### src/rtl/uart_tx_buffered.sv
// uart_tx_buffered: 8N1 UART transmitter fed through a byte FIFO.
//
// Bytes from the upstream formatter are queued in a circular FIFO. A
// serializer pops one byte at a time and shifts it out LSB first as
// start(0), 8 data bits, stop(1). Each bit lasts CLK_DIV clocks. When a
// stop bit ends and another byte is waiting, the next start bit follows
// with no idle gap.
//
// Ports:
//   clk         system clock
//   rst_n       asynchronous active-low reset
//   tx_data     byte to queue
//   tx_valid    write strobe, one byte per high cycle
//   tx_busy     FIFO full; a write in this cycle is rejected
//   ovf_clr     clears the sticky overflow flag (wins over a same-cycle set)
//   uart_txd    registered serial output, idle high
//   fifo_count  bytes queued, excluding the byte being shifted
//   line_idle   FIFO empty and serializer idle
//   overflow    sticky flag, set by a write while full
module uart_tx_buffered #(
    parameter int unsigned CLK_DIV    = 868,
    parameter int unsigned FIFO_DEPTH = 16
) (
    input  logic                          clk,
    input  logic                          rst_n,
    input  logic [7:0]                    tx_data,
    input  logic                          tx_valid,
    output logic                          tx_busy,
    input  logic                          ovf_clr,
    output logic                          uart_txd,
    output logic [$clog2(FIFO_DEPTH):0]   fifo_count,
    output logic                          line_idle,
    output logic                          overflow
);

    localparam int unsigned AW = $clog2(FIFO_DEPTH);
    localparam int unsigned CW = AW + 1;
    localparam int unsigned BW = $clog2(CLK_DIV);

    localparam logic [1:0] ST_IDLE  = 2'd0;
    localparam logic [1:0] ST_START = 2'd1;
    localparam logic [1:0] ST_DATA  = 2'd2;
    localparam logic [1:0] ST_STOP  = 2'd3;

    // FIFO storage and bookkeeping
    logic [7:0]    mem_q [FIFO_DEPTH];
    logic [AW-1:0] wr_ptr_q, wr_ptr_d;
    logic [AW-1:0] rd_ptr_q, rd_ptr_d;
    logic [CW-1:0] count_q,  count_d;
    logic          ovf_q,    ovf_d;

    // Serializer state
    logic [1:0]    state_q,  state_d;
    logic [BW-1:0] baud_q,   baud_d;
    logic [2:0]    bit_q,    bit_d;
    logic [7:0]    shift_q,  shift_d;
    logic          txd_q,    txd_d;
    logic          idle_q,   idle_d;

    logic          full_c;
    logic          empty_c;
    logic          push_c;
    logic          pop_c;
    logic          baud_last_c;

    // Full is taken from the registered count only, so a same-cycle pop
    // does not open a slot for a write.
    assign full_c      = (count_q == CW'(FIFO_DEPTH));
    assign empty_c     = (count_q == '0);
    assign push_c      = tx_valid && !full_c;
    assign baud_last_c = (baud_q == BW'(CLK_DIV - 1));

    assign tx_busy    = full_c;
    assign fifo_count = count_q;
    assign uart_txd   = txd_q;
    assign line_idle  = idle_q;
    assign overflow   = ovf_q;

    // FIFO payload write; storage needs no reset since count gates reads
    always_ff @(posedge clk) begin
        if (push_c) begin
            mem_q[wr_ptr_q] <= tx_data;
        end
    end

    // Serializer next-state: uart_txd is computed for the next state so the
    // pin comes straight from a flop.
    always_comb begin
        state_d = state_q;
        baud_d  = baud_q;
        bit_d   = bit_q;
        shift_d = shift_q;
        txd_d   = txd_q;
        pop_c   = 1'b0;

        case (state_q)
            ST_IDLE: begin
                txd_d = 1'b1;
                if (!empty_c) begin
                    pop_c   = 1'b1;
                    shift_d = mem_q[rd_ptr_q];
                    baud_d  = '0;
                    state_d = ST_START;
                    txd_d   = 1'b0;
                end
            end

            ST_START: begin
                if (baud_last_c) begin
                    baud_d  = '0;
                    bit_d   = 3'd0;
                    state_d = ST_DATA;
                    txd_d   = shift_q[0];
                end else begin
                    baud_d = baud_q + BW'(1);
                end
            end

            ST_DATA: begin
                if (baud_last_c) begin
                    baud_d = '0;
                    if (bit_q == 3'd7) begin
                        state_d = ST_STOP;
                        txd_d   = 1'b1;
                    end else begin
                        bit_d   = bit_q + 3'd1;
                        shift_d = {1'b0, shift_q[7:1]};
                        txd_d   = shift_q[1];
                    end
                end else begin
                    baud_d = baud_q + BW'(1);
                end
            end

            ST_STOP: begin
                if (baud_last_c) begin
                    baud_d = '0;
                    // Chain straight into the next start bit when data waits
                    if (!empty_c) begin
                        pop_c   = 1'b1;
                        shift_d = mem_q[rd_ptr_q];
                        state_d = ST_START;
                        txd_d   = 1'b0;
                    end else begin
                        state_d = ST_IDLE;
                        txd_d   = 1'b1;
                    end
                end else begin
                    baud_d = baud_q + BW'(1);
                end
            end

            default: begin
                state_d = ST_IDLE;
                baud_d  = '0;
                txd_d   = 1'b1;
            end
        endcase
    end

    // FIFO pointers, count, overflow flag and line_idle next values
    always_comb begin
        wr_ptr_d = wr_ptr_q;
        rd_ptr_d = rd_ptr_q;
        count_d  = count_q;
        ovf_d    = ovf_q;
        idle_d   = 1'b0;

        if (push_c) begin
            wr_ptr_d = wr_ptr_q + AW'(1);
        end
        if (pop_c) begin
            rd_ptr_d = rd_ptr_q + AW'(1);
        end

        case ({push_c, pop_c})
            2'b10:   count_d = count_q + CW'(1);
            2'b01:   count_d = count_q - CW'(1);
            default: count_d = count_q;
        endcase

        if (ovf_clr) begin
            ovf_d = 1'b0;
        end else if (tx_valid && full_c) begin
            ovf_d = 1'b1;
        end

        idle_d = (state_d == ST_IDLE) && (count_d == '0);
    end

    // State register
    always_ff @(posedge clk or negedge rst_n) begin
        if (!rst_n) begin
            wr_ptr_q <= '0;
            rd_ptr_q <= '0;
            count_q  <= '0;
            ovf_q    <= 1'b0;
            state_q  <= ST_IDLE;
            baud_q   <= '0;
            bit_q    <= 3'd0;
            shift_q  <= 8'h00;
            txd_q    <= 1'b1;
            idle_q   <= 1'b1;
        end else begin
            wr_ptr_q <= wr_ptr_d;
            rd_ptr_q <= rd_ptr_d;
            count_q  <= count_d;
            ovf_q    <= ovf_d;
            state_q  <= state_d;
            baud_q   <= baud_d;
            bit_q    <= bit_d;
            shift_q  <= shift_d;
            txd_q    <= txd_d;
            idle_q   <= idle_d;
        end
    end

endmodule

### config.mk
export PLATFORM = sky130hd
export DESIGN_NAME = uart_tx_buffered
export DESIGN_NICKNAME = d
export VERILOG_FILES = /design/src/rtl/uart_tx_buffered.sv
export SDC_FILE = /design/constraint.sdc
export NUM_CORES = 1
export LEC_CHECK = 0
export ABC_AREA = 1
export CORE_MARGIN = 5
export CORE_UTILIZATION = 55
export CTS_CLUSTER_DIAMETER = 120
export DETAILED_ROUTE_END_ITERATION = 10
export HOLD_SLACK_MARGIN = 0.15
export PLACE_DENSITY_LB_ADDON = 0.05
export SLEW_MARGIN = 20
export SYNTH_ARGS = -nofsm -noshare
export SYNTH_HDL_FRONTEND = slang
export SYNTH_SLANG_ARGS = --single-unit
### constraint.sdc
create_clock -name clk -period 2.2 [get_ports clk]
set_input_delay 0.33 -clock clk [delete_from_list [all_inputs] [get_ports clk]]
set_output_delay 0.33 -clock clk [all_outputs]
set_load 0.01 [all_outputs]
==> Word level (Yosys, flattened, before mapping) <==
Memory sizes are Yosys's and may differ from the RTL's.
Index checks and enable logic that the tools add are counted.
{ "totals": {"ff_bits": 39, "wordCells": 78, "n_memories": 1, "input_bits": 12, "ram_bits": 128} }
{ "op_classes": {"reduce_logical": 15, "n_eq_ne": 13, "add_sub_neg": 6, "muxes": 33} }
{ "mem_list": {"columns": ["memory", "words", "width", "read_ports", "rd_clocked_by_memory_dff", "write_ports", "line_no", "text"], "rows": [
  ["mem_q", 16, 8, 1, 0, 1, "46", "logic [7:0] mem_q [FIFO_DEPTH];"]
]} }
{ "op_table": {"columns": ["op", "n"], "rows": [
  ["two-way mux 8 bit", 4],
  ["one-hot mux 8 bit (3 select lines)", 1],
  ["two-way mux 10 bit", 2],
  ["one-hot mux 10 bit (2 select lines)", 1],
  ["two-way mux 1 bit", 12],
  ["adder 10 x 1 -> 10 bit, second input constant", 1],
  ["equality test 10 bit, second input constant", 1],
  ["logical NOT 5 bit", 2],
  ["two-way mux 2 bit", 5],
  ["inequality test 2 bit, second input constant", 5],
  ["one-hot mux 5 bit (2 select lines)", 1],
  ["two-way mux 3 bit", 3],
  ["adder 4 x 1 -> 4 bit, second input constant", 2],
  ["one-hot mux 2 bit (4 select lines)", 1],
  ["AND reduction 4 bit", 2],
  ["equality test 2 bit, second input constant", 3],
  ["one-hot mux 3 bit (2 select lines)", 1],
  ["adder 5 x 1 -> 5 bit, second input constant", 1],
  ["equality test 5 bit, second input constant", 1],
  ["subtractor 5 x 1 -> 5 bit, second input constant", 1],
  ["equality test 2 x 1 -> 1 bit, second input constant", 2],
  ["logical NOT 2 bit", 2],
  ["one-hot mux 1 bit (4 select lines)", 1],
  ["nonzero test 2 bit", 2],
  ["other kinds (8)", 10]
]} }

==> Depth between registers and ports, before layout <==
{ "depth": {"word_depth": 8, "ltp_mapped": 19, "mapped_depth_nobuf": 19} }

==> Worst setup path after synthesis <==
Ideal clock, no wire load.
{ "synth_path": {"kind": "reg-to-reg", "from": "register state_q[1]", "to": "register idle_q (netlist: line_idle)", "n_path_buf": 0, "setup_time_ns": 0.064, "stages_incl_launch_ff": 16, "arrival_time_ns": 2.036, "path_slack_ns": 0.100, "path_cell_list": "dfrtp_1 > inv_1 > ha_1 > inv_1 > nand2_2 > inv_2 > nand2_1 > inv_1 > ha_1 > o21ai_0 > inv_1 > nor2_1 > nand3_1 > nor2_1 > nand3_1 > nor2_2"} }
{ "synth_between": {"elab_chain_len": 6} }
{ "synth_lines": {"columns": ["element", "line_no", "text"], "rows": [
  ["start, declared", "53", "logic [1:0] state_q, state_d;"],
  ["start signal, assigned", "209", "state_q <= state_d;"],
  ["equality test 2 bit or logical NOT 2 bit (tied branches)", "96", "case (state_q)"],
  ["one-hot mux 1 bit (2 select lines) *", "96", null],
  ["equality test 2 x 1 -> 1 bit or equality test 2 bit (tied branches)", "176", "case ({push_c, pop_c})"],
  ["one-hot mux 5 bit (2 select lines) *", "176", null],
  ["named net count_d[1]", "49", "logic [CW-1:0] count_q, count_d;"],
  ["logical NOT 5 bit *", "188", "idle_d = (state_d == ST_IDLE) && (count_d == '0);"],
  ["logical AND 1 bit *", "188", null],
  ["named net idle_d", "58", "logic idle_q, idle_d;"],
  ["end signal, assigned", "214", "idle_q <= idle_d;"],
  ["end, declared", "58", null]
]} }
Mark *: on every way through the listed nets, which the timed path passes. The rest lies on a longest branch.
A chain may end at the register's enable or synchronous reset.

==> Final worst setup path <==
{ "layout_path": {"from": "register baud_q[1]", "to": "register idle_q (netlist: line_idle)"} }
{ "layout_between": {"elab_chain_len": 7} }
{ "layout_lines": {"columns": ["element", "line_no", "text"], "rows": [
  ["start, declared", "54", "logic [BW-1:0] baud_q, baud_d;"],
  ["start signal, assigned", "210", "baud_q <= baud_d;"],
  ["equality test 10 bit *", "71", "assign baud_last_c = (baud_q == BW'(CLK_DIV - 1));"],
  ["two-way mux 1 bit *", "136", "if (baud_last_c) begin"],
  ["one-hot mux 1 bit (2 select lines) *", "96", null],
  ["equality test 2 x 1 -> 1 bit or equality test 2 bit (tied branches)", "176", null],
  ["one-hot mux 5 bit (2 select lines) *", "176", null],
  ["named net count_d[4]", "49", null],
  ["logical NOT 5 bit *", "188", null],
  ["logical AND 1 bit *", "188", null],
  ["named net idle_d", "58", null]
]} }
Marks and branches as above.

==> reports/results.md <==
CTS
* 60 ps — Reg clk slew, reported paths
* 430 ps — clock latency of the later-clocked register in the worst-skew pair
* built — CTS tree
* 17 — Inserted Clock Buffers
* 4 — CTS HTree Levels
* 167 — clk sink count
* 2 — Clock Tree Buf Depth
* clkbuf_16 — Root Buffer

Placed design
* 10400 um — DPL Wire Length
* 20 — Port Buffers
* -39.3 ps — Worst Setup Slack post-DPL
* 0.809 — final RePlAce weighted congestion

Finish
* 18.9% — Area Growth Syn to Fin
* 737 — total number of nets in the final design
* 0.180 — share of cells above drive strength 1
* 0.661 — final cell utilization of the core
* 0 — number of antenna diodes
* 1031 — Filler Cell Count

Synthesis
* 167 — flip-flop and latch count after synthesis
* 37 — number of unique standard cell types used by synthesis
* 7300 sq um — combined area of all synthesized cells
* 0 — Yosys warnings
* edfxtp_1 — Post-synth top flop
* 642 — post-synthesis cell count
* 128 — number of enable-type register cells in the synthesized netlist
* 11.4 sq um — mean cell area of the mapped netlist
* 669 — Post-Synthesis Net Count
* 0.661 — sequential cell area fraction in the yosys report
* 0.234 — ys async rst share

Timing
* 0 — max-slew violation total from the final report
* 6.89 ps — Setup WS post-layout
* 0 — final number of setup-violating endpoints
* 302 ps — Hold Slack
* 0.456 GHz — upper clock frequency limit
* 0 — count of final hold-check violations
* 7.76 ps — clock tree skew after final layout
* 575 ps — Worst Tran Pin Value
* 0.997 — post-route fraction of the period consumed by the critical path
* true — RSZ-0062 raised after global routing
* 2190 ps — post-layout min period
* 0.615 — max_slew headroom

Power
* 3.26 nW — Leak
* 0.258 — switching part of the total power
* 0.147 — Comb pwr share
* 0.486 — sequential share of power
* 7.88 mW — post-layout total power
* 2.04 mW — switching component of the power
* 908 nW/um^2 — P per Cell Area
* 0.367 — proportion of power drawn by the clock network
* 5.84 mW — internal power summed over all cells
* 0.000669 V — VDD IR max

Global routing
* 4952 — vias in the first global route
* 0 — antenna violations before repair
* 0.207 — aggregate global-route resource usage
* 65 — pin count of the biggest net entering global routing
* 0 — global route total overflow
* 25300 um — wire length of the first global-routing pass

Die
* 15700 sq um — Die ar.
* 125 um — vertical die dimension
* 21 — Top Ports
* 13100 sq um — core region area
* 42 — std cell rows
* 125 um — DIE WIDTH
* 0.556 — starting density of the core

Setup path
* register — nature of the critical path endpoint
* 350 ps — Slowest Stage Delay on Critical Path
* 4 — largest fanout on the critical path
* 2 — number of buffer and inverter instances along the worst setup path
* ha_2 > nand2_2 > nor2_4 > nand4_4 > nand2_4 > nand4_1 > nand2_1 > inv_2 > ha_4 > a21oi_2 > inv_1 > nand3_2 > nor2_1 > nand2_1 > nand3_1 > nand2_1 > nand2_2 > nor2_2 — critical path, cell by cell
* nand2_1 — most used cell along the critical path
* 2560 ps — critical path data arrival time
* reg2reg — startpoint-to-endpoint class of the critical path
* 2560 ps — critical path required time
* dfrtp_1 — library cell contributing the largest single delay on the critical path
* simple AND/OR/NAND/NOR gates — category of cells accounting for the largest share of critical-path delay
* register — startpoint class of the critical path

Flow run
* 0 — max-cap check violation count

Detailed routing
* 5.59 — post-detailed-route via-to-cell ratio
* 5023 — Via Count
* 15600 um — detailed-route wire length
* 461 — Detailed Route Iter0 Violations
* 5 — iteration count of the initial detailed-routing pass
* 0 — final antenna-violating net count
* 17.4 um — routed length per placed instance
* 0 — DRC violation count after routing

Outcome
* complete, no violations — outcome

Min path
* in2async — path class of the lowest-slack min-delay path

## placed cells by master, fill, tap and decap left out, types with 8 or more instances in the layout
| cell type | count |
|---|---|
| o221ai_1 | 19 |
| dfrtp_1 | 36 |
| o21ai_0 | 79 |
| inv_1 | 39 |
| buf_4 | 54 |
| edfxtp_1 | 128 |
| clkdlybuf4s50_1 | 18 |
| clkbuf_16 | 17 |
| o22ai_1 | 15 |
| nand2_1 | 66 |
| nand3_1 | 23 |
| a21oi_1 | 18 |
| nor2_1 | 91 |
| o21ai_1 | 10 |
| inv_2 | 8 |
| ha_1 | 12 |
## flip-flops by register name, indices dropped and copies added (netlist names)
signal and cells:
shift_q 8, overflow 1, rd_ptr_q 4, state_q 2, uart_txd 1, line_idle 1, fifo_count 5, baud_q 10
wr_ptr_q 4, bit_q 3, mem_q 128
## path summary, 6_finish.rpt
kind	startpoint	to	slack, ps	depth (start not counted)
setup / recovery	baud_q[1]	line_idle	7	18
hold / removal	rst_n	rd_ptr_q[3]	300	2
setup reg to reg	baud_q[1]	line_idle	7	18
hold reg to reg	uart_txd	uart_txd	490	2
max in group asynchronous	rst_n	line_idle	1350	3
min in group clk	ovf_clr	overflow	430	2
## final cells by class
class	count	area, sq um	area share
clock buffer	17	425	0.0490
clock inverter	15	153	0.0176
inverter	48	180	0.0208
multi-input combinational	400	2240	0.259
sequential	167	4820	0.556
tap	176	220	0.0254
timing repair buffer	76	633	0.0729
## what timing repair did
action | in CTS | in global routing
endpoints found under the hold margin | 37 | 0
hold buffers | 1 | 0
endpoints found under the setup margin | 1 | 4
resized for setup | 6 | 12
buffers inserted | 0 | 4
pin swaps | 1 | 10
## synth_stat cells, types with 2 or more instances
cell      count  area share
edfxtp_1    128        0.53
nor2_1       92       0.047
o21ai_0      80       0.055
nand2_1      68       0.035
inv_1        44       0.023
dfrtp_1      37        0.13
nand3_1      23       0.016
clkbuf_1     22       0.011
a21oi_1      19       0.013
o221ai_1     19       0.023
ha_1         15       0.026
o22ai_1      15       0.013
o21ai_1      10      0.0069
nand4_1       7      0.0060
o211ai_1      7      0.0072
xor2_1        7      0.0084
nor2_2        6      0.0051
buf_2         5      0.0034
nand2_2       5      0.0043
nor3_1        4      0.0027
inv_2         3      0.0015
nand3_2       3      0.0041
nand4_2       3      0.0051
o32ai_1       3      0.0036
dfstp_2       2      0.0072
nand2_4       2      0.0031
o21ai_2       2      0.0024
xnor2_1       2      0.0024
## metal layers
layer | vias up | GRT usage | wire length (um)
met5 | - | 0 | 0
met1 | 2453 | 0.286 | 7180
met2 | 115 | 0.330 | 7500
met3 | 20 | 0.0456 | 689
met4 | 0 | 0.0670 | 227
li1 | 2435 | - | -
## power groups by stage
| stage | Clock (mW) | Sequential, mW | Combinational [mW] |
|---|---|---|---|
| finish | 2.89 | 3.83 | 1.16 |
| global route | 3.08 | 3.86 | 1.28 |
| CTS | 2.93 | 3.83 | 1.09 |
| detailed placement | 0 | 3.90 | 1.09 |
| global placement | 0 | 3.89 | 1.07 |
| floorplan | 0 | 3.92 | 0.548 |
## cell families after synthesis
group	Yosys count	synth area share
compound gates	158	0.127
xor+xnor	10	0.0130
fa+ha+maj	15	0.0257
buf+inv	75	0.0394
flops	167	0.661
simple gates	217	0.135
## metrics by stage
step,instance area (sq um),std cells,setup TNS [ps]
detailed placement,8000,862,-39.3
CTS,8600,895,0
global route,8680,899,-204
global placement,8000,862,-17.2
finish,8680,899,0
floorplan,7300,642,0
No activity file was read; power rests on OpenSTA's default activity.
